===== src/rtl/msg_beat_pkg.sv =====
// msg_beat_pkg
// Shared definitions for the message-beat multiplexer:
//   state_t  - arbiter FSM states (IDLE waits for a header, BURST forwards payload)
//   LEN_W    - width of the payload-count field in a header beat
//   LEN_LSB  - bit position of that field inside the header beat
//   hdr_len  - extracts the payload beat count from the low header bits
package msg_beat_pkg;

  typedef enum logic [0:0] {
    IDLE  = 1'b0,
    BURST = 1'b1
  } state_t;

  localparam int LEN_W   = 8;
  localparam int LEN_LSB = 0;

  // Callers pass only the low LEN_LSB+LEN_W bits of the header beat.
  function automatic logic [LEN_W-1:0] hdr_len(input logic [LEN_LSB+LEN_W-1:0] hdr);
    return hdr[LEN_LSB +: LEN_W];
  endfunction

endpackage


===== src/rtl/msg_beat_fifo.sv =====
// msg_beat_fifo
// Per-channel beat FIFO with first-word-fall-through read data.
// Parameters:
//   DEPTH   - number of beats (power of two, >= 2)
//   BEAT_W  - beat width in bits
// Ports:
//   clk, rst_n  - clock, synchronous active-low reset (empties the FIFO)
//   push        - write push_data this cycle (ignored while full, even if
//                 a pop happens in the same cycle)
//   push_data   - beat to write
//   pop         - discard the head beat (ignored while empty)
//   pop_data    - head beat, valid whenever empty is low
//   full, empty - occupancy flags decoded from the registered count
module msg_beat_fifo #(
  parameter int DEPTH  = 4,
  parameter int BEAT_W = 32
) (
  input  logic              clk,
  input  logic              rst_n,
  input  logic              push,
  input  logic [BEAT_W-1:0] push_data,
  input  logic              pop,
  output logic [BEAT_W-1:0] pop_data,
  output logic              full,
  output logic              empty
);

  localparam int PTR_W = $clog2(DEPTH);
  localparam int CNT_W = PTR_W + 1;

  logic [BEAT_W-1:0] mem [DEPTH];
  logic [PTR_W-1:0]  wr_ptr;
  logic [PTR_W-1:0]  rd_ptr;
  logic [CNT_W-1:0]  count;
  logic              do_push;
  logic              do_pop;

  assign full     = (count == CNT_W'(DEPTH));
  assign empty    = (count == '0);
  assign do_push  = push && !full;
  assign do_pop   = pop && !empty;
  assign pop_data = mem[rd_ptr];

  // Storage carries no reset; only the pointers and count define contents.
  always_ff @(posedge clk) begin
    if (do_push) begin
      mem[wr_ptr] <= push_data;
    end
  end

  // Pointers wrap naturally because DEPTH is a power of two.
  always_ff @(posedge clk) begin
    if (!rst_n) begin
      wr_ptr <= '0;
      rd_ptr <= '0;
      count  <= '0;
    end else begin
      if (do_push) begin
        wr_ptr <= wr_ptr + 1'b1;
      end
      if (do_pop) begin
        rd_ptr <= rd_ptr + 1'b1;
      end
      case ({do_push, do_pop})
        2'b10:   count <= count + 1'b1;
        2'b01:   count <= count - 1'b1;
        default: count <= count;
      endcase
    end
  end

endmodule


===== src/rtl/msg_beat_mux.sv =====
// msg_beat_mux
// Collects framed messages from NUM_CHAN beat streams, buffers each in a
// msg_beat_fifo, and forwards whole messages (never interleaved) onto a
// single registered output stream tagged with the source channel.
// A message is a header beat whose bits [7:0] give the payload count P,
// followed by P payload beats.
//
// Handshake: on every link a beat transfers at a posedge where src_rdy and
// dst_rdy are both high; a source holds its beat stable until that happens.
//
// Parameters: NUM_CHAN (2..16), BEAT_W (>= 16), DEPTH (power of two, >= 2);
//             CHAN_W = $clog2(NUM_CHAN) is derived.
// Ports:
//   CLK, RST_N   - clock, synchronous active-low reset
//   in_src_rdy   - per-channel beat valid
//   in_beat      - per-channel beats, channel i at [i*BEAT_W +: BEAT_W]
//   in_dst_rdy   - per-channel ready (FIFO not full)
//   out_src_rdy  - output beat valid (registered)
//   out_dst_rdy  - downstream ready
//   out_beat     - output beat (registered)
//   out_chan     - source channel of out_beat (registered)
//   out_last     - final beat of the current message (registered)
//   msg_count    - per-channel 16-bit completed-message counts, channel i at
//                  [i*16 +: 16]; present only with MSG_BEAT_MUX_STATS_EN
// Build option: define MSG_BEAT_MUX_STATS_EN to add the message counters.
module msg_beat_mux
  import msg_beat_pkg::*;
#(
  parameter  int NUM_CHAN = 4,
  parameter  int BEAT_W   = 32,
  parameter  int DEPTH    = 4,
  localparam int CHAN_W   = $clog2(NUM_CHAN)
) (
  input  logic                       CLK,
  input  logic                       RST_N,
  input  logic [NUM_CHAN-1:0]        in_src_rdy,
  input  logic [NUM_CHAN*BEAT_W-1:0] in_beat,
  output logic [NUM_CHAN-1:0]        in_dst_rdy,
  output logic                       out_src_rdy,
  input  logic                       out_dst_rdy,
  output logic [BEAT_W-1:0]          out_beat,
  output logic [CHAN_W-1:0]          out_chan,
  output logic                       out_last
`ifdef MSG_BEAT_MUX_STATS_EN
  ,
  output logic [NUM_CHAN*16-1:0]     msg_count
`endif
);

  // ---------------------------------------------------------------------
  // Per-channel FIFOs
  // ---------------------------------------------------------------------
  logic [NUM_CHAN-1:0] fifo_full;
  logic [NUM_CHAN-1:0] fifo_empty;
  logic [NUM_CHAN-1:0] fifo_push;
  logic [NUM_CHAN-1:0] fifo_pop;
  logic [BEAT_W-1:0]   fifo_data [NUM_CHAN];

  assign in_dst_rdy = ~fifo_full;
  assign fifo_push  = in_src_rdy & ~fifo_full;

  for (genvar i = 0; i < NUM_CHAN; i++) begin : g_fifo
    msg_beat_fifo #(
      .DEPTH  (DEPTH),
      .BEAT_W (BEAT_W)
    ) u_fifo (
      .clk       (CLK),
      .rst_n     (RST_N),
      .push      (fifo_push[i]),
      .push_data (in_beat[i*BEAT_W +: BEAT_W]),
      .pop       (fifo_pop[i]),
      .pop_data  (fifo_data[i]),
      .full      (fifo_full[i]),
      .empty     (fifo_empty[i])
    );
  end

  // ---------------------------------------------------------------------
  // Arbiter / FSM state
  // ---------------------------------------------------------------------
  state_t             state;
  state_t             state_nxt;
  logic [CHAN_W-1:0]  grant;
  logic [CHAN_W-1:0]  grant_nxt;
  logic [CHAN_W-1:0]  rr_ptr;
  logic [CHAN_W-1:0]  rr_nxt;
  logic [LEN_W-1:0]   remaining;
  logic [LEN_W-1:0]   remaining_nxt;
  logic [LEN_W-1:0]   hdr_cnt;

  logic               arb_found;
  logic [CHAN_W-1:0]  arb_sel;

  logic               out_free;
  logic               load;
  logic [BEAT_W-1:0]  load_beat;
  logic [CHAN_W-1:0]  load_chan;
  logic               load_last;

  // Increment modulo NUM_CHAN; NUM_CHAN need not be a power of two.
  function automatic logic [CHAN_W-1:0] next_chan(input logic [CHAN_W-1:0] c);
    return (c == CHAN_W'(NUM_CHAN - 1)) ? '0 : c + 1'b1;
  endfunction

  // The output register can take a new beat when it is empty or when its
  // current beat leaves this cycle, giving one beat per cycle sustained.
  assign out_free = !out_src_rdy || out_dst_rdy;

  // Round-robin search: first non-empty channel at or above rr_ptr, wrapping.
  always_comb begin
    arb_found = 1'b0;
    arb_sel   = rr_ptr;
    for (int k = 0; k < NUM_CHAN; k++) begin
      if (!arb_found && !fifo_empty[(int'(rr_ptr) + k) % NUM_CHAN]) begin
        arb_found = 1'b1;
        arb_sel   = CHAN_W'((int'(rr_ptr) + k) % NUM_CHAN);
      end
    end
  end

  always_comb begin
    state_nxt     = state;
    grant_nxt     = grant;
    remaining_nxt = remaining;
    rr_nxt        = rr_ptr;
    fifo_pop      = '0;
    load          = 1'b0;
    load_beat     = '0;
    load_chan     = '0;
    load_last     = 1'b0;
    hdr_cnt       = hdr_len(fifo_data[arb_sel][LEN_LSB+LEN_W-1:0]);

    case (state)
      IDLE: begin
        if (arb_found && out_free) begin
          fifo_pop[arb_sel] = 1'b1;
          load              = 1'b1;
          load_beat         = fifo_data[arb_sel];
          load_chan         = arb_sel;
          grant_nxt         = arb_sel;
          remaining_nxt     = hdr_cnt;
          if (hdr_cnt == '0) begin
            // Header-only message: it is its own last beat.
            load_last = 1'b1;
            rr_nxt    = next_chan(arb_sel);
          end else begin
            state_nxt = BURST;
          end
        end
      end
      BURST: begin
        // Only the granted channel is served; if its FIFO runs dry the
        // output drains and we wait here, holding the grant.
        if (!fifo_empty[grant] && out_free) begin
          fifo_pop[grant] = 1'b1;
          load            = 1'b1;
          load_beat       = fifo_data[grant];
          load_chan       = grant;
          remaining_nxt   = remaining - 1'b1;
          if (remaining == LEN_W'(1)) begin
            load_last = 1'b1;
            state_nxt = IDLE;
            rr_nxt    = next_chan(grant);
          end
        end
      end
      default: begin
        state_nxt = IDLE;
      end
    endcase
  end

  always_ff @(posedge CLK) begin
    if (!RST_N) begin
      state     <= IDLE;
      grant     <= '0;
      rr_ptr    <= '0;
      remaining <= '0;
    end else begin
      state     <= state_nxt;
      grant     <= grant_nxt;
      rr_ptr    <= rr_nxt;
      remaining <= remaining_nxt;
    end
  end

  // ---------------------------------------------------------------------
  // Output register
  // ---------------------------------------------------------------------
  always_ff @(posedge CLK) begin
    if (!RST_N) begin
      out_src_rdy <= 1'b0;
      out_beat    <= '0;
      out_chan    <= '0;
      out_last    <= 1'b0;
    end else if (load) begin
      out_src_rdy <= 1'b1;
      out_beat    <= load_beat;
      out_chan    <= load_chan;
      out_last    <= load_last;
    end else if (out_dst_rdy) begin
      // Beat consumed with nothing to replace it; data fields keep their
      // last value, only the valid flag drops.
      out_src_rdy <= 1'b0;
    end
  end

  // ---------------------------------------------------------------------
  // Completed-message statistics
  // ---------------------------------------------------------------------
`ifdef MSG_BEAT_MUX_STATS_EN
  logic [15:0] msg_cnt [NUM_CHAN];

  // A message completes when its last beat leaves the output register;
  // counters wrap from 0xFFFF to 0.
  always_ff @(posedge CLK) begin
    if (!RST_N) begin
      for (int i = 0; i < NUM_CHAN; i++) begin
        msg_cnt[i] <= '0;
      end
    end else if (out_src_rdy && out_dst_rdy && out_last) begin
      msg_cnt[out_chan] <= msg_cnt[out_chan] + 16'd1;
    end
  end

  for (genvar i = 0; i < NUM_CHAN; i++) begin : g_stats
    assign msg_count[i*16 +: 16] = msg_cnt[i];
  end
`else
  // Statistics build option disabled: no counters and no msg_count port.
`endif

endmodule


===== config.mk =====
export PLATFORM = sky130hd
export DESIGN_NAME = msg_beat_mux
export DESIGN_NICKNAME = d
export VERILOG_FILES = /design/src/rtl/msg_beat_pkg.sv /design/src/rtl/msg_beat_fifo.sv /design/src/rtl/msg_beat_mux.sv
export SDC_FILE = /design/constraint.sdc
export NUM_CORES = 1
export LEC_CHECK = 0
export ABC_AREA = 1
export CORE_MARGIN = 10
export CORE_UTILIZATION = 64
export DETAILED_ROUTE_END_ITERATION = 7
export PLACE_DENSITY = 0.86
export SLEW_MARGIN = 30
export SYNTH_ARGS = -nofsm -noshare
export SYNTH_HDL_FRONTEND = slang
export SYNTH_SLANG_ARGS = --single-unit
export TNS_END_PERCENT = 50

===== constraint.sdc =====
create_clock -name CLK -period 5.55 [get_ports CLK]
set_input_delay 1.665 -clock CLK [delete_from_list [all_inputs] [get_ports CLK]]
set_output_delay 1.665 -clock CLK [all_outputs]
set_load 0.05 [all_outputs]

==> results of run 1 <==
[sequential cells by signal (all words and copies together) (netlist names), named ones only]
register	flops
state	1
out_chan	2
g_fifo.u_fifo.mem	512
grant	2
g_fifo.u_fifo.wr_ptr	8
out_beat	32
out_last	1
g_fifo.u_fifo.rd_ptr	8
out_src_rdy	1
remaining	8
rr_ptr	2
g_fifo.u_fifo.count	12
[worst paths after layout]
kind / end / slack, ns
setup / recovery: g_fifo[0].u_fifo.count[2]$_SDFFE_PN0P_ / 1.25
hold / removal: g_fifo[3].u_fifo.rd_ptr[1]$_SDFFE_PN0P_ / 0.50
setup reg to reg: g_fifo[2].u_fifo.count[2]$_SDFFE_PN0P_ / 1.41
hold reg to reg: g_fifo[3].u_fifo.rd_ptr[1]$_SDFFE_PN0P_ / 0.50
[layout make-up]
type                            instances  area (um^2)
Clock buffer                           65         1460
Multi-Input combinational cell       1444         7710
Clock inverter                         41          520
Inverter                               98          385
Timing Repair Buffer                  210         2010
Sequential cell                       597        17100
Antenna cell                            1         2.50
Fill cell                            2422         9900
Tap cell                              525          657
[tightest hold or removal path, cell delays in order, from the launching register on]
cell	delay (ns)
dfxtp_1	0.30
inv_1	0.06
a21oi_1	0.08
[metrics by stage]
stage	hold slack, ns	area (um^2)	utilization
3_5_place_dp	0.489	27800	0.701
2_1_floorplan	0.433	25700	-
4_1_cts	0.501	29800	0.751
5_1_grt	0.513	29800	0.751
6_report	0.500	29800	0.751
3_3_place_gp	0.448	27800	0.701
[logic make-up (layout without fill, tap and decap cells)]
| family | Yosys count | in the layout | synth area share |
|---|---|---|---|
| buffers and inverters | 232 | 414 | 0.0374 |
| and+or+nand+nor | 901 | 901 | 0.151 |
| xor gates and xnor gates | 3 | 3 | 0.00102 |
| DFF | 597 | 597 | 0.664 |
| AOI/OAI and AO/OA | 507 | 507 | 0.129 |
| other | 0 | 1 | 0 |
| muxes | 2 | 2 | 0.000779 |
| adders and majority gates | 31 | 31 | 0.0163 |
[routing by layer]
metal / share of wire / track usage / vias up
li1: - / - / 8416
met1: 0.37 / 0.375 / 9062
met2: 0.48 / 0.452 / 1092
met3: 0.11 / 0.0567 / 130
met4: 0.034 / 0.103 / 0
met5: 0 / 0 / -
[Yosys cell counts (6+ instances only)]
cell | number | area (um^2)
a21oi_1 | 171 | 856
a31oi_1 | 35 | 219
a32o_1 | 102 | 1020
a32oi_1 | 24 | 210
buf_1 | 28 | 105
buf_2 | 11 | 55.1
buf_6 | 8 | 90.1
clkbuf_1 | 85 | 319
dfxtp_1 | 85 | 1700
edfxtp_1 | 512 | 15400
ha_1 | 27 | 338
inv_1 | 82 | 308
inv_2 | 9 | 33.8
nand2_1 | 542 | 2030
nand3_1 | 46 | 230
nand3_2 | 7 | 70.1
nor2_1 | 166 | 623
nor3_1 | 22 | 110
o211ai_1 | 6 | 45.0
o21ai_0 | 103 | 515
o21ai_1 | 14 | 70.1
o221ai_1 | 7 | 61.3
o22ai_1 | 28 | 175
or2_0 | 15 | 93.8
or2_1 | 6 | 37.5
or2_2 | 76 | 475
[where the power goes]
group          switching (uW)  internal [uW]  leakage, uW
clock network            1660           2440     0.000944
logic                    4260           1890      0.00440
registers                 269           5380      0.00540
total                    6190           9710       0.0107
==> results.py, run 1 <==
metrics = {
    "outcome": {
        "outcome": "complete, but fails checks",
        "violations": "DRC",
    },
    "worst_setup_path": {
        "ff2ff_path_depth": 21,
        "cp_top_family": "buffers and inverters",
        "critPathBufInv": 4,
        "setup.worst_path.start": "out_dst_rdy",
        "path_depth": 15,
        "critPathMaxStageDelay_ns": 0.50,
        "cp-start-kind": "primary input",
        "critPathKind": "primary input to register",
        "crit_chain": "clkdlybuf4s50_1, nor2_1, nor3_1, nand2_1, buf_4, o21ai_1, nand2_1, inv_1, ha_1, inv_1, fa_1, a21oi_1, o21ai_0, o21ai_0, a21oi_1",
        "arrival_ns": 4.79,
        "r2r-start": "rr_ptr[0]$_SDFFE_PN0P_",
        "required_ns": 6.04,
        "critPathMaxFanout": 8,
        "cp-end-kind": "register",
        "cp_slowest_cell": "clkdlybuf4s50_1",
    },
    "clock_network": {
        "clock_latency_ns": 0.62,
        "hold_buffers": 0,
        "numClockSinks": 597,
        "clockBufferDepth": 3,
        "postCtsSetupBuffers": 0,
        "cts_resized": 0,
        "cts_tree": "done",
        "cts.htree.levels": 2,
        "cts-buffers-inserted": 57,
        "clockRootBuffer": "clkbuf_16",
        "clkTransAtPathRegs_ns": 0.06,
    },
    "detailed_routing": {
        "vias_per_cell": 6.27,
        "drt-initial-drc-count": 2854,
        "dr_total_vias": 18700,
        "drt_drc_violations_left": 3,
        "routedWlPerCell_um": 23.2,
        "routed_wl_um": 69200,
        "ant_nets": 0,
        "drt_first_pass_iters": 8,
    },
    "logic_synthesis": {
        "syn_area_mm2": 0.0257,
        "yosysSeqAreaShare": 0.664,
        "syn_inst": 2273,
        "synth_nets": 2439,
        "avgSynthCellArea_um2": 11.3,
        "synth_edf_count": 512,
        "ys_async_sr_fraction": 0,
        "yosysWarnings": 0,
        "synthFlopType": "edfxtp_1",
        "ys_seq_elements": 597,
        "synth.distinct_cells": 49,
    },
    "floorplan": {
        "initial_core_util": 0.647,
        "die-area_mm2": 0.0486,
        "core_area_mm2": 0.0397,
        "die_x_um": 220,
        "die_h_um": 220,
        "rows": 73,
        "pin_count": 175,
    },
    "hold_path": {
        "worstHoldPathCells": 2,
        "hp-class": "register to register",
        "holdCritStartpoint": "g_fifo[3].u_fifo.rd_ptr[1]$_SDFFE_PN0P_",
    },
    "timing": {
        "fin_ws_ns": 1.25,
        "fin_crit_ns": 4.30,
        "hold_viol": 0,
        "drv_slew": 0,
        "worstMarginPinSlew_ns": 0.919,
        "min_period_over_period": 0.775,
        "finClkSkew_ns": 0.0200,
        "finalSetupViolations": 0,
        "fmax_mhz": 233,
        "rsz0062_at_grt": "false",
        "setup_tns_ns": 0,
        "slew-limit-headroom": 0.387,
    },
    "layout": {
        "layout_common_cells": "nand2_1, edfxtp_1, clkdlybuf4s50_1, a21oi_1, nor2_1",
        "final_common_cell": "nand2_1",
        "fin_nets": 2574,
        "area_growth_pct": 16.0,
        "fin_cells": 2981,
        "drive_above_1_share": 0.107,
    },
    "placement": {
        "globalplace.congestion": 0.905,
        "dp_cells": 2874,
        "hpwl_um": 45100,
        "dp_slack_ns": 0.699,
        "portBuffers": 174,
    },
    "global_routing": {
        "grt_overflow_total": 0,
        "grt_pass1_vias": 17800,
        "grt_start_max_net_pins": 70,
        "track_usage": 0.281,
        "antenna_found_initial": 1,
        "grt_pass1_wl_um": 104000,
    },
    "power_and_ir_drop": {
        "ir_drop_mv": 0.352,
        "power_density_mw_per_mm2": 533,
        "power_uw": 15900,
        "p_leak_uw": 0.0107,
    },
    "flow_run": {
        "maxCapViolCount": 0,
    },
}
(Power assumes the default switching activity.)
==> run 2: changes to the inputs <==
--- a/config.mk
+++ b/config.mk
@@ -7,9 +7,9 @@
 export LEC_CHECK = 0
 export ABC_AREA = 1
 export CORE_MARGIN = 10
-export CORE_UTILIZATION = 64
+export CORE_UTILIZATION = 59
 export DETAILED_ROUTE_END_ITERATION = 7
-export PLACE_DENSITY = 0.86
+export PLACE_DENSITY = 0.8
 export SLEW_MARGIN = 30
 export SYNTH_ARGS = -nofsm -noshare
 export SYNTH_HDL_FRONTEND = slang
==> constraint.sdc (replaced) <==
create_clock -name CLK -period 4 [get_ports CLK]
set_input_delay 1.2 -clock CLK [delete_from_list [all_inputs] [get_ports CLK]]
set_output_delay 1.2 -clock CLK [all_outputs]
set_load 0.05 [all_outputs]
==> results.py, run 2 (same netlist as run 1, synthesis figures left out) <==
metrics = {
    "timing": {
        "slew-limit-headroom": 0.491,
        "worstMarginPinSlew_ns": 0.763,
        "fin_crit_ns": 3.50,
        "setup_tns_ns": 0,
        "finClkSkew_ns": 0.0264,
        "rsz0062_at_grt": "false",
        "drv_slew": 0,
        "finalSetupViolations": 0,
        "fmax_mhz": 286,
        "min_period_over_period": 0.875,
        "hold_viol": 0,
        "holdWs_ns": 0.469,
    },
    "detailed_routing": {
        "drt-initial-drc-count": 1863,
        "dr_total_vias": 18400,
        "vias_per_cell": 6.02,
        "drt_first_pass_iters": 7,
        "ant_nets": 0,
        "drt_drc_violations_left": 0,
        "routedWlPerCell_um": 21.6,
        "routed_wl_um": 65900,
    },
    "clock_network": {
        "cts.htree.levels": 2,
        "cts_resized": 0,
        "hold_buffers": 0,
        "clockBufferDepth": 3,
        "cts_tree": "done",
        "cts-buffers-inserted": 57,
        "clockRootBuffer": "clkbuf_16",
        "clkTransAtPathRegs_ns": 0.06,
        "clock_latency_ns": 0.62,
        "postCtsSetupBuffers": 0,
        "numClockSinks": 597,
    },
    "layout": {
        "top_register": "g_fifo.u_fifo.mem",
        "fin_nets": 2583,
        "largest_reg_flops": 512,
        "final_common_cell": "nand2_1",
        "reg_top3": "g_fifo.u_fifo.mem x512, out_beat x32, g_fifo.u_fifo.count x12",
        "area_growth_pct": 15.8,
        "drive_above_1_share": 0.108,
        "final_area_mm2": 0.0298,
        "final_util": 0.691,
        "layout_common_cells": "nand2_1, edfxtp_1, clkdlybuf4s50_1, a21oi_1, nor2_1",
    },
    "worst_setup_path": {
        "arrival_ns": 4.00,
        "critPathKind": "register to register",
        "ff2ff_path_depth": 21,
        "required_ns": 4.50,
        "r2r-start": "rr_ptr[0]$_SDFFE_PN0P_",
        "r2r-end": "g_fifo[0].u_fifo.count[2]$_SDFFE_PN0P_",
        "cp-end-kind": "register",
        "r2r_setup_slack_ns": 0.50,
        "cp-start-kind": "register",
        "critPathMaxFanout": 11,
    },
    "placement": {
        "hpwl_um": 43400,
        "portBuffers": 174,
        "globalplace.congestion": 0.905,
        "placed_area_mm2": 0.0280,
    },
    "global_routing": {
        "track_usage": 0.243,
        "antenna_found_initial": 3,
        "grt_pass1_wl_um": 100000,
        "grt_start_max_net_pins": 70,
        "grt_overflow_total": 0,
        "grt_pass1_vias": 17600,
    },
    "floorplan": {
        "pin_count": 175,
        "rows": 76,
        "die-area_mm2": 0.0523,
        "core_area_mm2": 0.0431,
        "die_x_um": 229,
        "initial_core_util": 0.597,
        "die_h_um": 229,
    },
    "flow_run": {
        "maxCapViolCount": 0,
    },
    "power_and_ir_drop": {
        "ir_drop_mv": 0.433,
        "power_density_mw_per_mm2": 720,
        "p_leak_uw": 0.0107,
    },
    "hold_path": {
        "worstHoldPathCells": 2,
        "hp-class": "register to register",
        "holdCritStartpoint": "g_fifo[3].u_fifo.rd_ptr[1]$_SDFFE_PN0P_",
    },
    "outcome": {
        "outcome": "finished, final reports clean",
    },
}
[run 2: layer usage]
| layer | vias to the layer above | wire length [um] | GRT usage |
|---|---|---|---|
| met1 | 8870 | 26400 | 0.330 |
| li1 | 8441 | - | - |
| met4 | 2 | 1690 | 0.0723 |
| met5 | - | 10 | 0 |
| met3 | 128 | 6790 | 0.0594 |
| met2 | 939 | 31000 | 0.384 |
[run 2: worst max-delay path, cell delays in order, from the launching register on]
cell and delay (ns):
dfxtp_1 0.67, nand3_1 0.25, nand2_1 0.10, nand2_1 0.05
nand2_1 0.14, nand2_1 0.11, nand2_1 0.09, nand2_1 0.05
nand2_1 0.05, nand3_1 0.12, nand2_4 0.20, nand3_1 0.13
o21ai_1 0.10, nand2_1 0.09, inv_1 0.08, ha_1 0.15
inv_1 0.08, fa_1 0.39, a21oi_1 0.16, o21ai_0 0.13
o21ai_0 0.18, a21oi_1 0.06
[run 2: stage by stage]
step                      power, uW  std cells  worst slack, ns
after floorplan               13800       2273            0.740
after global placement        15900       2943            0.221
after detailed placement      16200       2943            0.172
after CTS                     21300       3048            0.534
after global routing          22500       3049            0.127
final                         21400       3052            0.499
[run 2: final cells by class]
type                            instances  area (um^2)
Antenna cell                            4         10.0
Clock buffer                           72         1530
Clock inverter                         33          256
Fill cell                            2951        13300
Inverter                               98          383
Multi-Input combinational cell       1444         7710
Sequential cell                       597        17100
Tap cell                              585          732
Timing Repair Buffer                  219         2080
[run 2: worst max-delay path by stage]
stage,slack (ns),endpoint,startpoint
2_1_floorplan,0.74,g_fifo[3].u_fifo.count[2]$_SDFFE_PN0P_,rr_ptr[0]$_SDFFE_PN0P_
3_3_place_gp,0.22,g_fifo[1].u_fifo.count[2]$_SDFFE_PN0P_,out_dst_rdy
3_5_place_dp,0.17,g_fifo[3].u_fifo.count[2]$_SDFFE_PN0P_,out_dst_rdy
4_1_cts,0.53,g_fifo[0].u_fifo.count[2]$_SDFFE_PN0P_,rr_ptr[0]$_SDFFE_PN0P_
5_1_grt,0.13,g_fifo[0].u_fifo.count[2]$_SDFFE_PN0P_,rr_ptr[0]$_SDFFE_PN0P_
6_report,0.50,g_fifo[0].u_fifo.count[2]$_SDFFE_PN0P_,rr_ptr[0]$_SDFFE_PN0P_
[run 2: power by group]
part	internal (uW)	leakage (uW)	switching, uW
combinational	2690	0.00444	5750
clock	2890	0.000869	2260
sequential	7470	0.00540	369
